**config.mk**
```make
export PLATFORM = sky130hd
export DESIGN_NAME = rgb_fade_sequencer
export DESIGN_NICKNAME = d
export VERILOG_FILES = /design/src/rtl/rgb_seq_pkg.sv /design/src/rtl/rgb_channel_stepper.sv /design/src/rtl/rgb_fade_sequencer.sv
export SDC_FILE = /design/constraint.sdc
export NUM_CORES = 1
export LEC_CHECK = 0
export ABC_AREA = 1
export CAP_MARGIN = 20
export CORE_ASPECT_RATIO = 0.75
export CORE_MARGIN = 5
export CORE_UTILIZATION = 30
export DETAILED_ROUTE_END_ITERATION = 10
export PLACE_DENSITY = 0.45
export SYNTH_ARGS = -nofsm -noshare
export SYNTH_HDL_FRONTEND = slang
export SYNTH_SLANG_ARGS = --single-unit
```
**constraint.sdc**
```tcl
create_clock -name clk -period 3.3 [get_ports clk]
set_input_delay 0.66 -clock clk [delete_from_list [all_inputs] [get_ports clk]]
set_output_delay 0.66 -clock clk [all_outputs]
set_load 0.005 [all_outputs]
```
**src/rtl/rgb_seq_pkg.sv**
```systemverilog
// ---------------------------------------------------------------------------
// rgb_seq_pkg
// Shared definitions for the RGB fade sequencer: sequencer state encoding,
// colour word layout and channel/palette widths.
// No ports (package).
// ---------------------------------------------------------------------------
package rgb_seq_pkg;

  localparam int COLOR_W = 8;
  localparam int PAL_W   = 24;

  // Channel MSB positions inside a palette word {R, G, B}.
  localparam int R_MSB = 23;
  localparam int G_MSB = 15;
  localparam int B_MSB = 7;

  typedef enum logic [1:0] {
    IDLE = 2'd0,
    FADE = 2'd1,
    HOLD = 2'd2
  } seq_state_t;

endpackage

```
**src/rtl/rgb_channel_stepper.sv**
```systemverilog
// ---------------------------------------------------------------------------
// rgb_channel_stepper
// One colour channel of the fade engine. On each enabled step the value moves
// by one toward the target and never passes it.
// Ports:
//   clk, rst   clock, synchronous active-high reset (value -> 0)
//   step_en    move one LSB toward target this clk
//   target     channel value being faded to
//   value      current channel drive value
//   at_target  value equals target (combinational)
// ---------------------------------------------------------------------------
module rgb_channel_stepper
  import rgb_seq_pkg::*;
(
  input  logic               clk,
  input  logic               rst,
  input  logic               step_en,
  input  logic [COLOR_W-1:0] target,
  output logic [COLOR_W-1:0] value,
  output logic               at_target
);

  assign at_target = (value == target);

  // NOTE: state registers use non-blocking assignments so every flop samples
  // pre-edge values, independent of statement order between blocks.
  always_ff @(posedge clk) begin
    if (rst) begin
      value <= '0;
    end else if (step_en && !at_target) begin
      // Moving strictly toward target means no wrap is ever possible.
      value <= (value < target) ? value + 1'b1 : value - 1'b1;
    end
  end

endmodule

```
**src/rtl/rgb_fade_sequencer.sv**
```systemverilog
// ---------------------------------------------------------------------------
// rgb_fade_sequencer
// Palette-driven colour scheduler for an 8-bit RGB PWM LED controller.
// Walks palette entries 0..last_idx, fading linearly to each one and then
// dwelling on it; all pacing counts rising edges of the PWM sync flag.
// Ports:
//   clk, rst              clock, synchronous active-high reset
//   sync_i                PWM cycle-start flag (level, may last several clks)
//   wr_en/wr_addr/wr_data palette write port, {R,G,B} colour words
//   last_idx              highest palette index visited before wrapping
//   step_div              one fade step per (step_div+1) sync events
//   hold_len              sync events to dwell on each reached colour
//   start, stop           sequencing control pulses (stop has priority)
//   rcolor_o/gcolor_o/bcolor_o  channel drive values
//   busy                  sequencer in FADE or HOLD
//   cur_idx               palette index currently targeted
//   arrived               one-clk pulse when the target colour is reached
// ---------------------------------------------------------------------------
module rgb_fade_sequencer
  import rgb_seq_pkg::*;
#(
  parameter  int DEPTH = 4,
  localparam int AW    = $clog2(DEPTH)
) (
  input  logic               clk,
  input  logic               rst,
  input  logic               sync_i,
  input  logic               wr_en,
  input  logic [AW-1:0]      wr_addr,
  input  logic [PAL_W-1:0]   wr_data,
  input  logic [AW-1:0]      last_idx,
  input  logic [7:0]         step_div,
  input  logic [15:0]        hold_len,
  input  logic               start,
  input  logic               stop,
  output logic [COLOR_W-1:0] rcolor_o,
  output logic [COLOR_W-1:0] gcolor_o,
  output logic [COLOR_W-1:0] bcolor_o,
  output logic               busy,
  output logic [AW-1:0]      cur_idx,
  output logic               arrived
);

  seq_state_t       state;
  logic [PAL_W-1:0] palette [DEPTH];
  logic [PAL_W-1:0] target;
  logic [7:0]       div_cnt;
  logic [15:0]      hold_cnt;
  logic [15:0]      hold_len_q;
  logic             sync_q;
  logic             sync_ev;
  logic             step_en;
  logic             r_at, g_at, b_at, all_at;
  logic [AW-1:0]    next_idx;

  // Resetting sync_q high means a sync_i already high out of reset is not
  // taken as an event.
  assign sync_ev  = sync_i & ~sync_q;
  assign all_at   = r_at & g_at & b_at;
  assign next_idx = (cur_idx >= last_idx) ? '0 : cur_idx + 1'b1;

  // A step is taken on the (step_div+1)-th sync event; '>=' keeps pacing sane
  // if step_div is lowered live below the running count.
  assign step_en  = (state == FADE) && !stop && sync_ev && !all_at &&
                    (div_cnt >= step_div);

  // NOTE: the palette is small and must read as zero after reset, so it is
  // built from resettable flops rather than a RAM macro.
  always_ff @(posedge clk) begin
    if (rst) begin
      for (int i = 0; i < DEPTH; i++) palette[i] <= '0;
    end else if (wr_en) begin
      palette[wr_addr] <= wr_data;
    end
  end

  always_ff @(posedge clk) begin
    if (rst) begin
      state      <= IDLE;
      cur_idx    <= '0;
      target     <= '0;
      div_cnt    <= '0;
      hold_cnt   <= '0;
      hold_len_q <= '0;
      busy       <= 1'b0;
      arrived    <= 1'b0;
      sync_q     <= 1'b1;
    end else begin
      sync_q  <= sync_i;
      arrived <= 1'b0;
      if (stop) begin
        state <= IDLE;
        busy  <= 1'b0;
      end else begin
        unique case (state)
          IDLE: begin
            if (start) begin
              cur_idx <= '0;
              target  <= palette[0];
              div_cnt <= '0;
              state   <= FADE;
              busy    <= 1'b1;
            end
          end
          FADE: begin
            if (all_at) begin
              // A sync landing on the completion clk already counts as dwell.
              arrived    <= 1'b1;
              hold_cnt   <= sync_ev ? 16'd1 : 16'd0;
              hold_len_q <= hold_len;
              state      <= HOLD;
            end else if (sync_ev) begin
              div_cnt <= (div_cnt >= step_div) ? 8'd0 : div_cnt + 8'd1;
            end
          end
          HOLD: begin
            if (hold_cnt >= hold_len_q) begin
              cur_idx <= next_idx;
              target  <= palette[next_idx];
              div_cnt <= '0;
              state   <= FADE;
            end else if (sync_ev) begin
              hold_cnt <= hold_cnt + 16'd1;
            end
          end
          default: begin
            state <= IDLE;
            busy  <= 1'b0;
          end
        endcase
      end
    end
  end

  rgb_channel_stepper u_red (
    .clk       (clk),
    .rst       (rst),
    .step_en   (step_en),
    .target    (target[R_MSB -: COLOR_W]),
    .value     (rcolor_o),
    .at_target (r_at)
  );

  rgb_channel_stepper u_green (
    .clk       (clk),
    .rst       (rst),
    .step_en   (step_en),
    .target    (target[G_MSB -: COLOR_W]),
    .value     (gcolor_o),
    .at_target (g_at)
  );

  rgb_channel_stepper u_blue (
    .clk       (clk),
    .rst       (rst),
    .step_en   (step_en),
    .target    (target[B_MSB -: COLOR_W]),
    .value     (bcolor_o),
    .at_target (b_at)
  );

endmodule

```
---- Yosys cells after proc, flatten, opt, wreduce, memory -nomap -nowiden ----
Memories as Yosys holds them, arrays and structs flattened.
Cells that the tools add are included.
cells by class
  $add $sub $neg .......................... 9
  multiply operators ...................... 0
  divide/modulo/power cells ............... 0
  order comparisons ....................... 6
  eq/ne operators ......................... 12
  shift-type cells ........................ 0
  muxes and demuxes ....................... 36
  bitwise logic cells ..................... 7
  reductions and logical operators ........ 26
operator list
  cell                     number
  $mux W24                 3
  $mux W8                  8
  $mux W16                 3
  $pmux W24 S2             1
  $add A8 B1 Y8 const B    4
  $pmux W16 S2             1
  $eq A8 B8 Y1             3
  $lt A8 B8 Y1             3
  $pmux W8 S3              1
  $reduce_or A24 Y1        1
  $sub A8 B1 Y8 const B    3
  $add A16 B1 Y16 const B  1
  $ge A16 B16 Y1           1
  $mux W2                  7
  $ne A2 B2 Y1 const B     7
  $mux W1                  9
  $ge A8 B8 Y1             1
  $logic_and A1 B1 Y1      7
  $pmux W2 S3              1
  $reduce_and A3 Y1        2
  $reduce_and A6 Y1        1
  $logic_not A1 Y1         5
  $reduce_and A5 Y1        1
  $not A1 Y1               4
  14 further kinds         18
word-level totals
  flip-flop bits (word level) ............. 95
  latch bits .............................. 0
  RAM bits ................................ 96
  bits in read-only memories .............. 0
  bits of input ports ..................... 58
  output and inout port bits .............. 28
  word-level logic and storage cells ...... 109
  memories kept ........................... 1
memory list
  name     words  bits a word  read ports  clocked after memory_dff  wr ports  line                      text
  palette  4      24           2           0                         4         rgb_fade_sequencer.sv:45  logic [PAL_W-1:0] palette [DEPTH];

---- Depth between registers and ports, before layout ----
Gate-level depths: netlist of the first run.
  word-level depth ........................ 7
  gate-level depth with buffers ........... 17
  depth with buffers taken out ............ 17

---- Hierarchy ----
A second synthesis of the first run with hierarchy kept.
unflattened totals
  cells, all modules ...................... 1365
  area, all modules ....................... 10939.2 um^2
modules (own cells, without submodules)
  module                              instances  cells each  area an instance (um^2)  sequential area each (um^2)
  rgb_fade_sequencer                  1          1005        8395.6                   4304.1
  rgb_channel_stepper at u_green ...  2          120         840.8                    160.2
  rgb_channel_stepper at u_blue       1          120         862.1                    160.2

---- Least setup slack after synthesis of the first run ----
OpenSTA, ideal clock, no wires.
  path kind ............................... input-to-reg
  from .................................... input port wr_addr[1]
  to ...................................... memory palette[2][0] (enable)
  setup time .............................. 438 ps
  arrival ................................. 2599 ps
  required time ........................... 2862 ps
  setup slack ............................. 262 ps
  stages .................................. 4
  buffers on the path ..................... 0
  path through ............................ inv_1 > nor2_1 > inv_1 > o21ai_0
RTL lines
  element      line                      text
  from (decl)  rgb_fade_sequencer.sv:29  input logic [AW-1:0] wr_addr,
  to (decl)    rgb_fade_sequencer.sv:45

---- Final worst setup path of the first run ----
  from .................................... register u_blue.value[0]
  to ...................................... register u_blue.value[7]
on the way
  word-level cells in the longest chain between the ends .. 6
  elaborated cells on any way between the ends .. 11
  classes of those cells .................. add/sub: 2; order compare: 1; eq/ne: 1; mux: 1; bitwise: 1; reduce/logical: 5
ends and longest elaborated chain
  element                                                line                       text
  from (decl)                                            rgb_channel_stepper.sv:19  output logic [COLOR_W-1:0] value,
  from (signal assigned)                                 rgb_channel_stepper.sv:32  value <= (value < target) ? value + 1'b1 : value - 1'b1;
  branches (longest 6 deep; another with $sub A8 B1 Y8)  --
Parallel ways; which one is timed is not known.
A chain may end at the register's enable or synchronous reset.

==> results of run 1 <==
==> area by class of cell <==
class	instances	area [um2]
clock inverters	14	125.1
clock buffers	18	429.2
fillers	3591	22190
inverters	168	631.9
repair buffers	114	1094
well taps	457	571.8
multi-input cells	924	4947
flip-flops and latches	191	4785
==> cells in the final DEF, fill, tap and decap left out, types with 2 or more instances in the layout <==
cell type and instances:
sky130_fd_sc_hd__clkinv_2 3, sky130_fd_sc_hd__inv_1 164, sky130_fd_sc_hd__buf_4 27, sky130_fd_sc_hd__a21o_1 3
sky130_fd_sc_hd__nor3_1 32, sky130_fd_sc_hd__nand4_1 34, sky130_fd_sc_hd__o21ai_0 72, sky130_fd_sc_hd__xor2_1 7
sky130_fd_sc_hd__o21bai_1 5, sky130_fd_sc_hd__nand2_1 243, sky130_fd_sc_hd__a21oi_1 127, sky130_fd_sc_hd__o221ai_1 2
sky130_fd_sc_hd__nor2_2 4, sky130_fd_sc_hd__clkbuf_16 17, sky130_fd_sc_hd__buf_12 2, sky130_fd_sc_hd__edfxtp_1 96
sky130_fd_sc_hd__o21ai_2 2, sky130_fd_sc_hd__clkinv_4 2, sky130_fd_sc_hd__dfxtp_1 95, sky130_fd_sc_hd__o21a_1 4
sky130_fd_sc_hd__inv_8 3, sky130_fd_sc_hd__nand3_1 81, sky130_fd_sc_hd__inv_6 5, sky130_fd_sc_hd__xnor2_1 11
sky130_fd_sc_hd__nand2_2 4, sky130_fd_sc_hd__clkdlybuf4s50_1 85, sky130_fd_sc_hd__nand3b_1 6, sky130_fd_sc_hd__inv_2 2
sky130_fd_sc_hd__and2_1 2, sky130_fd_sc_hd__ha_1 74, sky130_fd_sc_hd__clkinv_1 2, sky130_fd_sc_hd__nor2_1 194
sky130_fd_sc_hd__fa_1 3
==> state kept, by name, summed over array words and instances, names as in the netlist, 2 cells and up <==
register,count
hold_len_q,16
u_blue.value,8
target,24
u_red.value,8
hold_cnt,16
u_green.value,8
palette,96
cur_idx,2
state,2
div_cnt,8
==> worst register-to-register path: stages (launching register included) <==
cell	delay (ps)
sky130_fd_sc_hd__dfxtp_1	460
sky130_fd_sc_hd__inv_1	130
sky130_fd_sc_hd__ha_1	210
sky130_fd_sc_hd__o21bai_1	130
sky130_fd_sc_hd__nand2_1	60
sky130_fd_sc_hd__nand2_1	50
sky130_fd_sc_hd__nand2_1	60
sky130_fd_sc_hd__nand2_1	280
sky130_fd_sc_hd__ha_1	360
sky130_fd_sc_hd__a21oi_1	220
sky130_fd_sc_hd__nand2_1	120
sky130_fd_sc_hd__a21oi_1	230
sky130_fd_sc_hd__nand3_1	110
sky130_fd_sc_hd__nand2_1	70
sky130_fd_sc_hd__nand2_1	50
sky130_fd_sc_hd__a21oi_1	110
==> through the flow <==
step | util, % | area (um2) | hold WS [ps] | setup slack [ps] | std cells
6_report | 36.19 | 12580 | 459.6 | 587.5 | 1886
5_1_grt | 36.19 | 12580 | 473.0 | 239.7 | 1886
4_1_cts | 36.19 | 12580 | 463.8 | 552.0 | 1886
3_5_place_dp | 34.60 | 12030 | 449.3 | 339.3 | 1854
3_3_place_gp | 34.60 | 12030 | 453.6 | 415.2 | 1854
2_1_floorplan | - | 10590 | 427.4 | 262.1 | 1339
==> power by group through the flow <==
stage	Clock, W	Combinational (W)	Sequential (W)
final	0.00202	0.000977	0.00271
after global routing	0.00218	0.00112	0.00273
after CTS	0.00209	0.000988	0.00271
after detailed placement	0	0.000982	0.00276
after global placement	0	0.000977	0.00276
after floorplan	0	0.000688	0.00274
==> cell families (layout without fill, tap and decap cells) <==
family,after synthesis,count (layout)
and+or+nand+nor,608,608
xor gates and xnor gates,18,18
DFF,191,191
AOI/OAI and AO/OA,221,221
buffers and inverters,224,314
adders and majority gates,77,77
==> worst paths after layout <==
check	startpoint	end	slack (ps)	cells past startpoint
setup reg to reg	u_blue.value[0]	u_blue.value[7]	590	15
hold reg to reg	hold_len_q[0]	hold_len_q[0]	460	2
hold / removal	hold_len_q[0]	hold_len_q[0]	460	2
setup / recovery	u_blue.value[0]	u_blue.value[7]	590	15
==> layer usage <==
layer / vias to the layer above / GRT usage (%) / wire (um)
met4: 0 / 3.412 / 317
met2: 179 / 20.30 / 11690
met5: - / 0 / 0
li1: 4584 / - / -
met3: 17 / 3.136 / 1342
met1: 3985 / 24.64 / 16210
==> results.cfg, run 1 <==
[synthesis]
yosysTopAreaCellShare_pct = 27.22
number_of_flops_mapped_to_enable_cells_by_yosys = 96
syn_avg_cell_area_um2 = 7.909
synth_fa_ha_area_share_pct = 9.310
syn_area_um2 = 10590
ys_top_cells_by_area = sky130_fd_sc_hd__edfxtp_1 27%, sky130_fd_sc_hd__dfxtp_1 18%, sky130_fd_sc_hd__ha_1 8.7%
synth_simple_gate_area_share_pct = 24.59
synth_top_family_by_area = simple AND/OR/NAND/NOR gates
yosys.cell_count.top_type = sky130_fd_sc_hd__nand2_1
synth.mux.area_fraction_pct = 0
synth.net_count = 1474
netlist.top_cell.by_area = sky130_fd_sc_hd__edfxtp_1
synth_ff_type = sky130_fd_sc_hd__edfxtp_1
list_of_most_frequent_post_synthesis_cells = 243 x sky130_fd_sc_hd__nand2_1, 194 x sky130_fd_sc_hd__nor2_1, 164 x sky130_fd_sc_hd__inv_1
synth-async-reset-ratio_pct = 0
syn-instance-count = 1339
synth_xor_xnor_area_share_pct = 1.489
synth_sequential_area_ratio_pct = 45.18
yosysUniqueCellTypes = 45
synth-compound-area-share_pct = 11.16
synth_seq_cells = 191
synth-warning-count = 0

[timing]
post-route-period-util_pct = 82.20
report.final.setup_viol = 0
unrepaired_setup_endpoints_after_global_routing = false
finalHoldViolCount = 0
worst_slew_margin_rel_pct = 37.98
worst-slew-pin-transition_ps = 930.3
tns_ps = 0
layout_min_cycle_time_ps = 2713
skew_ps = 17.26
maxSlewViolCount = 0
fmax_ghz = 0.3687

[global_route]
initial_antenna_violation_count = 0
grt_remaining_overflow = 0
grt_max_degree = 79
grt_pass1_wl_um = 47160
grt_pass1_vias = 8187
grtUsageTotal_pct = 15.18

[routing]
antenna_left = 0
via_to_cell_ratio = 4.647
routedWlPerCell_um = 15.68
via_count = 8765
detailedRoute.firstIterationViolations = 655
drt_pass_1_iters = 5
residual_drc = 0
wirelength_um = 29570

[clocking]
clock_pin_slew_reported_for_the_worst_setup_and_hold_paths_after_clock_tree_synthesis_ps = 80
clock_path_buffers = 2
htree_levels = 4
tritoncts = yes
numCtsBuffers = 17
cts.sink_count = 191
cts.hold.buffers_added = 0
cts_setup_buffers = 0
post_cts.resized_instances = 0
clock_latency_ps = 440
cts_root_buffer = sky130_fd_sc_hd__clkbuf_16

[status]
status = finished, final reports clean

[power_and_ir_drop]
report.power.total_w = 0.005704
power_per_cell_area_nw_per_um2 = 453.3
power_switching_w = 0.001719
cellInternalPower_w = 0.003985
clockPowerShare_pct = 35.4
pwr-share-seq_pct = 47.5
comb_power_share_pct = 17.1
power.static_leakage_nw = 5.402
power.ir.vdd_worst_mv = 0.2241
switching_share_pct = 30.14

[worst_setup_path]
cp_data_arrival_time_ps = 3080
cp_dominant_cell_by_count = sky130_fd_sc_hd__nand2_1
criticalPathCategory = flip-flop to flip-flop
startpoint_type = flip-flop
worstSetupEndpointType = flip-flop
timing.critical_path.slowest_stage_cell = sky130_fd_sc_hd__dfxtp_1
timing.critical_path.cells = inv_1, ha_1, o21bai_1, nand2_1, nand2_1, nand2_1, nand2_1, ha_1, a21oi_1, nand2_1, a21oi_1, nand3_1, nand2_1, nand2_1, a21oi_1
timing.critical_path.max_delay_family = simple AND/OR/NAND/NOR gates
critical_path.n_buffers_inverters = 1
cp_max_fo = 8
slowest_delay_ps = 460
required_ps = 3670

[die]
number_of_top_level_pins = 86
chipHeight_um = 172.7
initial_utilization_pct = 30.46
area_enclosed_by_the_die_boundary_um2 = 39200
placeableCoreArea_um2 = 34770
fp-row-count = 59
chipWidth_um = 227.0

[worst_hold_path]
hold_path.class = flip-flop to flip-flop

[layout]
nNetsFinal = 1551
syn2layout_area_growth_pct = 18.82
post_route_cells_drive_above_1_share_pct = 5.738
n_antenna_cell = 0

[placement]
gp_congestion = 0.8145
dpl.hpwl_um = 20530
io_buffers = 85

[flow_run]
max-cap-violations = 0
Note: power is estimated with default switching activity, not from simulation.
==> inputs of run 2 (changes only) <==
==> constraint.sdc (replaced) <==
create_clock -name clk -period 2.8 [get_ports clk]
set_input_delay 0.56 -clock clk [delete_from_list [all_inputs] [get_ports clk]]
set_output_delay 0.56 -clock clk [all_outputs]
set_load 0.005 [all_outputs]
==> results.cfg, run 2 (synthesized netlist as in run 1, its figures left out) <==
[die]
area_enclosed_by_the_die_boundary_um2 = 39200
fp-row-count = 59
number_of_top_level_pins = 86
chipWidth_um = 227.0
initial_utilization_pct = 30.46
chipHeight_um = 172.7
placeableCoreArea_um2 = 34770

[global_route]
top_usage_layer = met1
grtUsageTotal_pct = 15.31
global_routing_met1_resource_utilization_pct = 24.48
use_met2_pct = 21.76
grt_pass1_wl_um = 47890
grt_remaining_overflow = 0
initial_antenna_violation_count = 0
gr-usage-met3_pct = 2.763
grt_max_degree = 51
grt_pass1_vias = 8522

[placement]
dpl.hpwl_um = 21020
placed_cell_area_um2 = 12300
numPlacedInstances = 1884
io_buffers = 85
gp_congestion = 0.8127

[clocking]
numCtsBuffers = 17
clock_path_buffers = 2
cts_root_buffer = sky130_fd_sc_hd__clkbuf_16
tritoncts = yes
cts.sink_count = 191
clock_latency_ps = 440
clock_pin_slew_reported_for_the_worst_setup_and_hold_paths_after_clock_tree_synthesis_ps = 80
htree_levels = 4

[worst_setup_path]
worstSetupEndpointType = flip-flop
timing.reg2reg.setup_slack_ps = 180
startpoint_type = flip-flop
cp_data_arrival_time_ps = 2980
timing.critical_path.max_delay_family = compound AO/OA/AOI/OAI gates
slowest_delay_ps = 390
timing.critical_path.slowest_stage_cell = sky130_fd_sc_hd__ha_1
required_ps = 3170
timing.critical_path.cells = inv_1, ha_1, nand2_1, inv_1, nor2_1, o21a_1, nand2_2, ha_1, a21oi_1, nand2_1, a21oi_2, nand3_1, nand2_1, nand2_1, a21oi_1
cp_dominant_cell_by_count = sky130_fd_sc_hd__nand2_1
critical_path.n_buffers_inverters = 2
cp_max_fo = 8
criticalPathCategory = flip-flop to flip-flop

[layout]
final_design_area_no_fill_um2 = 12930
final-instance-count-excl-fill = 1916
layout_commonest_cell = sky130_fd_sc_hd__nand2_1
n_antenna_cell = 0
nNetsFinal = 1581
largest-register = palette
max_ffs_per_register = 96
top_regs = palette (96), target (24)
syn2layout_area_growth_pct = 22.11
post_route_cells_drive_above_1_share_pct = 8.225
n_fill_cell = 3536
mostFrequentLayoutCells = 240 x sky130_fd_sc_hd__nand2_1, 194 x sky130_fd_sc_hd__nor2_1, 164 x sky130_fd_sc_hd__inv_1

[flow_run]
max-cap-violations = 0

[power_and_ir_drop]
comb_power_share_pct = 17.6
power.static_leakage_nw = 5.588
clockPowerShare_pct = 36.2
power.ir.vdd_worst_mv = 0.3292
switching_share_pct = 29.71
power_switching_w = 0.002053
power_per_cell_area_nw_per_um2 = 534.4
pwr-share-seq_pct = 46.2
cellInternalPower_w = 0.004858

[status]
status = finished, final reports clean

[timing]
maxSlewViolCount = 0
tns_ps = 0
layout_min_cycle_time_ps = 2617
finalHoldViolCount = 0
skew_ps = 16.01
unrepaired_setup_endpoints_after_global_routing = false
fmax_ghz = 0.3821
worst-slew-pin-transition_ps = 611.5
report.final.setup_viol = 0
worst_slew_margin_rel_pct = 58.86
post-route-period-util_pct = 93.48

[routing]
residual_drc = 0
detailedRoute.firstIterationViolations = 547
drt_pass_1_iters = 5
via_count = 8849
routedWlPerCell_um = 15.81
antenna_left = 0
wirelength_um = 30280
via_to_cell_ratio = 4.618

[worst_hold_path]
hold_path.class = flip-flop to flip-flop
run 2: cell count changes in the layout (fill, tap and decap cells not counted), sizes merged:
cell,delta
clkinvlp,+1
clkbuf,+1
clkinv,-2
inv,-1
buf,+30
bufinv,+1
run 2: power by group through the flow:
stage	clock network (W)	logic, W	registers (W)
after floorplan	0	0.000811	0.00323
after global placement	0	0.00120	0.00326
after detailed placement	0	0.00121	0.00326
after CTS	0.00257	0.00121	0.00319
after global routing	0.00267	0.00139	0.00321
final	0.00250	0.00122	0.00319
run 2: stage by stage:
| stage | hold WS, ps | power, W | worst slack [ps] | util, % |
|---|---|---|---|---|
| after floorplan | 427.4 | 0.004037 | 452.1 | - |
| after global placement | 449.4 | 0.004457 | 134.5 | 35.39 |
| after detailed placement | 453.0 | 0.004464 | 74.22 | 35.39 |
| after CTS | 464.5 | 0.006973 | 62.39 | 37.09 |
| after global routing | 481.4 | 0.007264 | 0.5178 | 37.19 |
| final | 460.3 | 0.006911 | 182.6 | 37.19 |
run 2: per-layer routing:
layer,part of all wire [%],vias to the layer above
met1,54,4025
met4,0.46,0
met3,4.4,8
li1,-,4644
met2,41,172
met5,0,-
run 2: area by class of cell:
class | instances | area [um2] | share of cell area, %
multi-input cells | 924 | 4981 | 38.52
flip-flops and latches | 191 | 4786 | 37.01
repair buffers | 144 | 1369 | 10.59
inverters | 168 | 631.9 | 4.886
well taps | 457 | 571.8 | 4.422
clock buffers | 19 | 442.9 | 3.425
clock inverters | 13 | 148.9 | 1.151
run 2: path summary, 6_finish.rpt:
path                       from         endpoint  cells past startpoint
setup reg to reg      target[7]  u_blue.value[7]                     15
hold reg to reg   hold_len_q[0]    hold_len_q[0]                      2
setup / recovery      target[7]  u_blue.value[7]                     15
hold / removal    hold_len_q[0]    hold_len_q[0]                      2
run 2: worst register-to-register path: cells and delay by family, from the launching register on:
kind | cells | cell delay [ps]
AND/OR/NAND/NOR | 7 | 650
adder cells (fa/ha/maj) | 2 | 680
AO/OA/AOI/OAI | 4 | 730
flip-flops | 1 | 300
buffers and inverters | 2 | 200
run 2: timing repair:
item / CTS / global route
hold buffers: 0 / 0
setup endpoints to repair: 0 / 7
buffers inserted: 0 / 0
gates resized for setup: 0 / 8
==> inputs of run 3 (changes only) <==
--- a/config.mk
+++ b/config.mk
@@ -10,6 +10,7 @@
 export CORE_ASPECT_RATIO = 0.75
 export CORE_MARGIN = 5
 export CORE_UTILIZATION = 30
+export CTS_CLUSTER_SIZE = 14
 export DETAILED_ROUTE_END_ITERATION = 10
 export PLACE_DENSITY = 0.45
 export SYNTH_ARGS = -nofsm -noshare
==> results of run 3 <==
No change in the layout: final DEF, timing and power equal those of run 2.
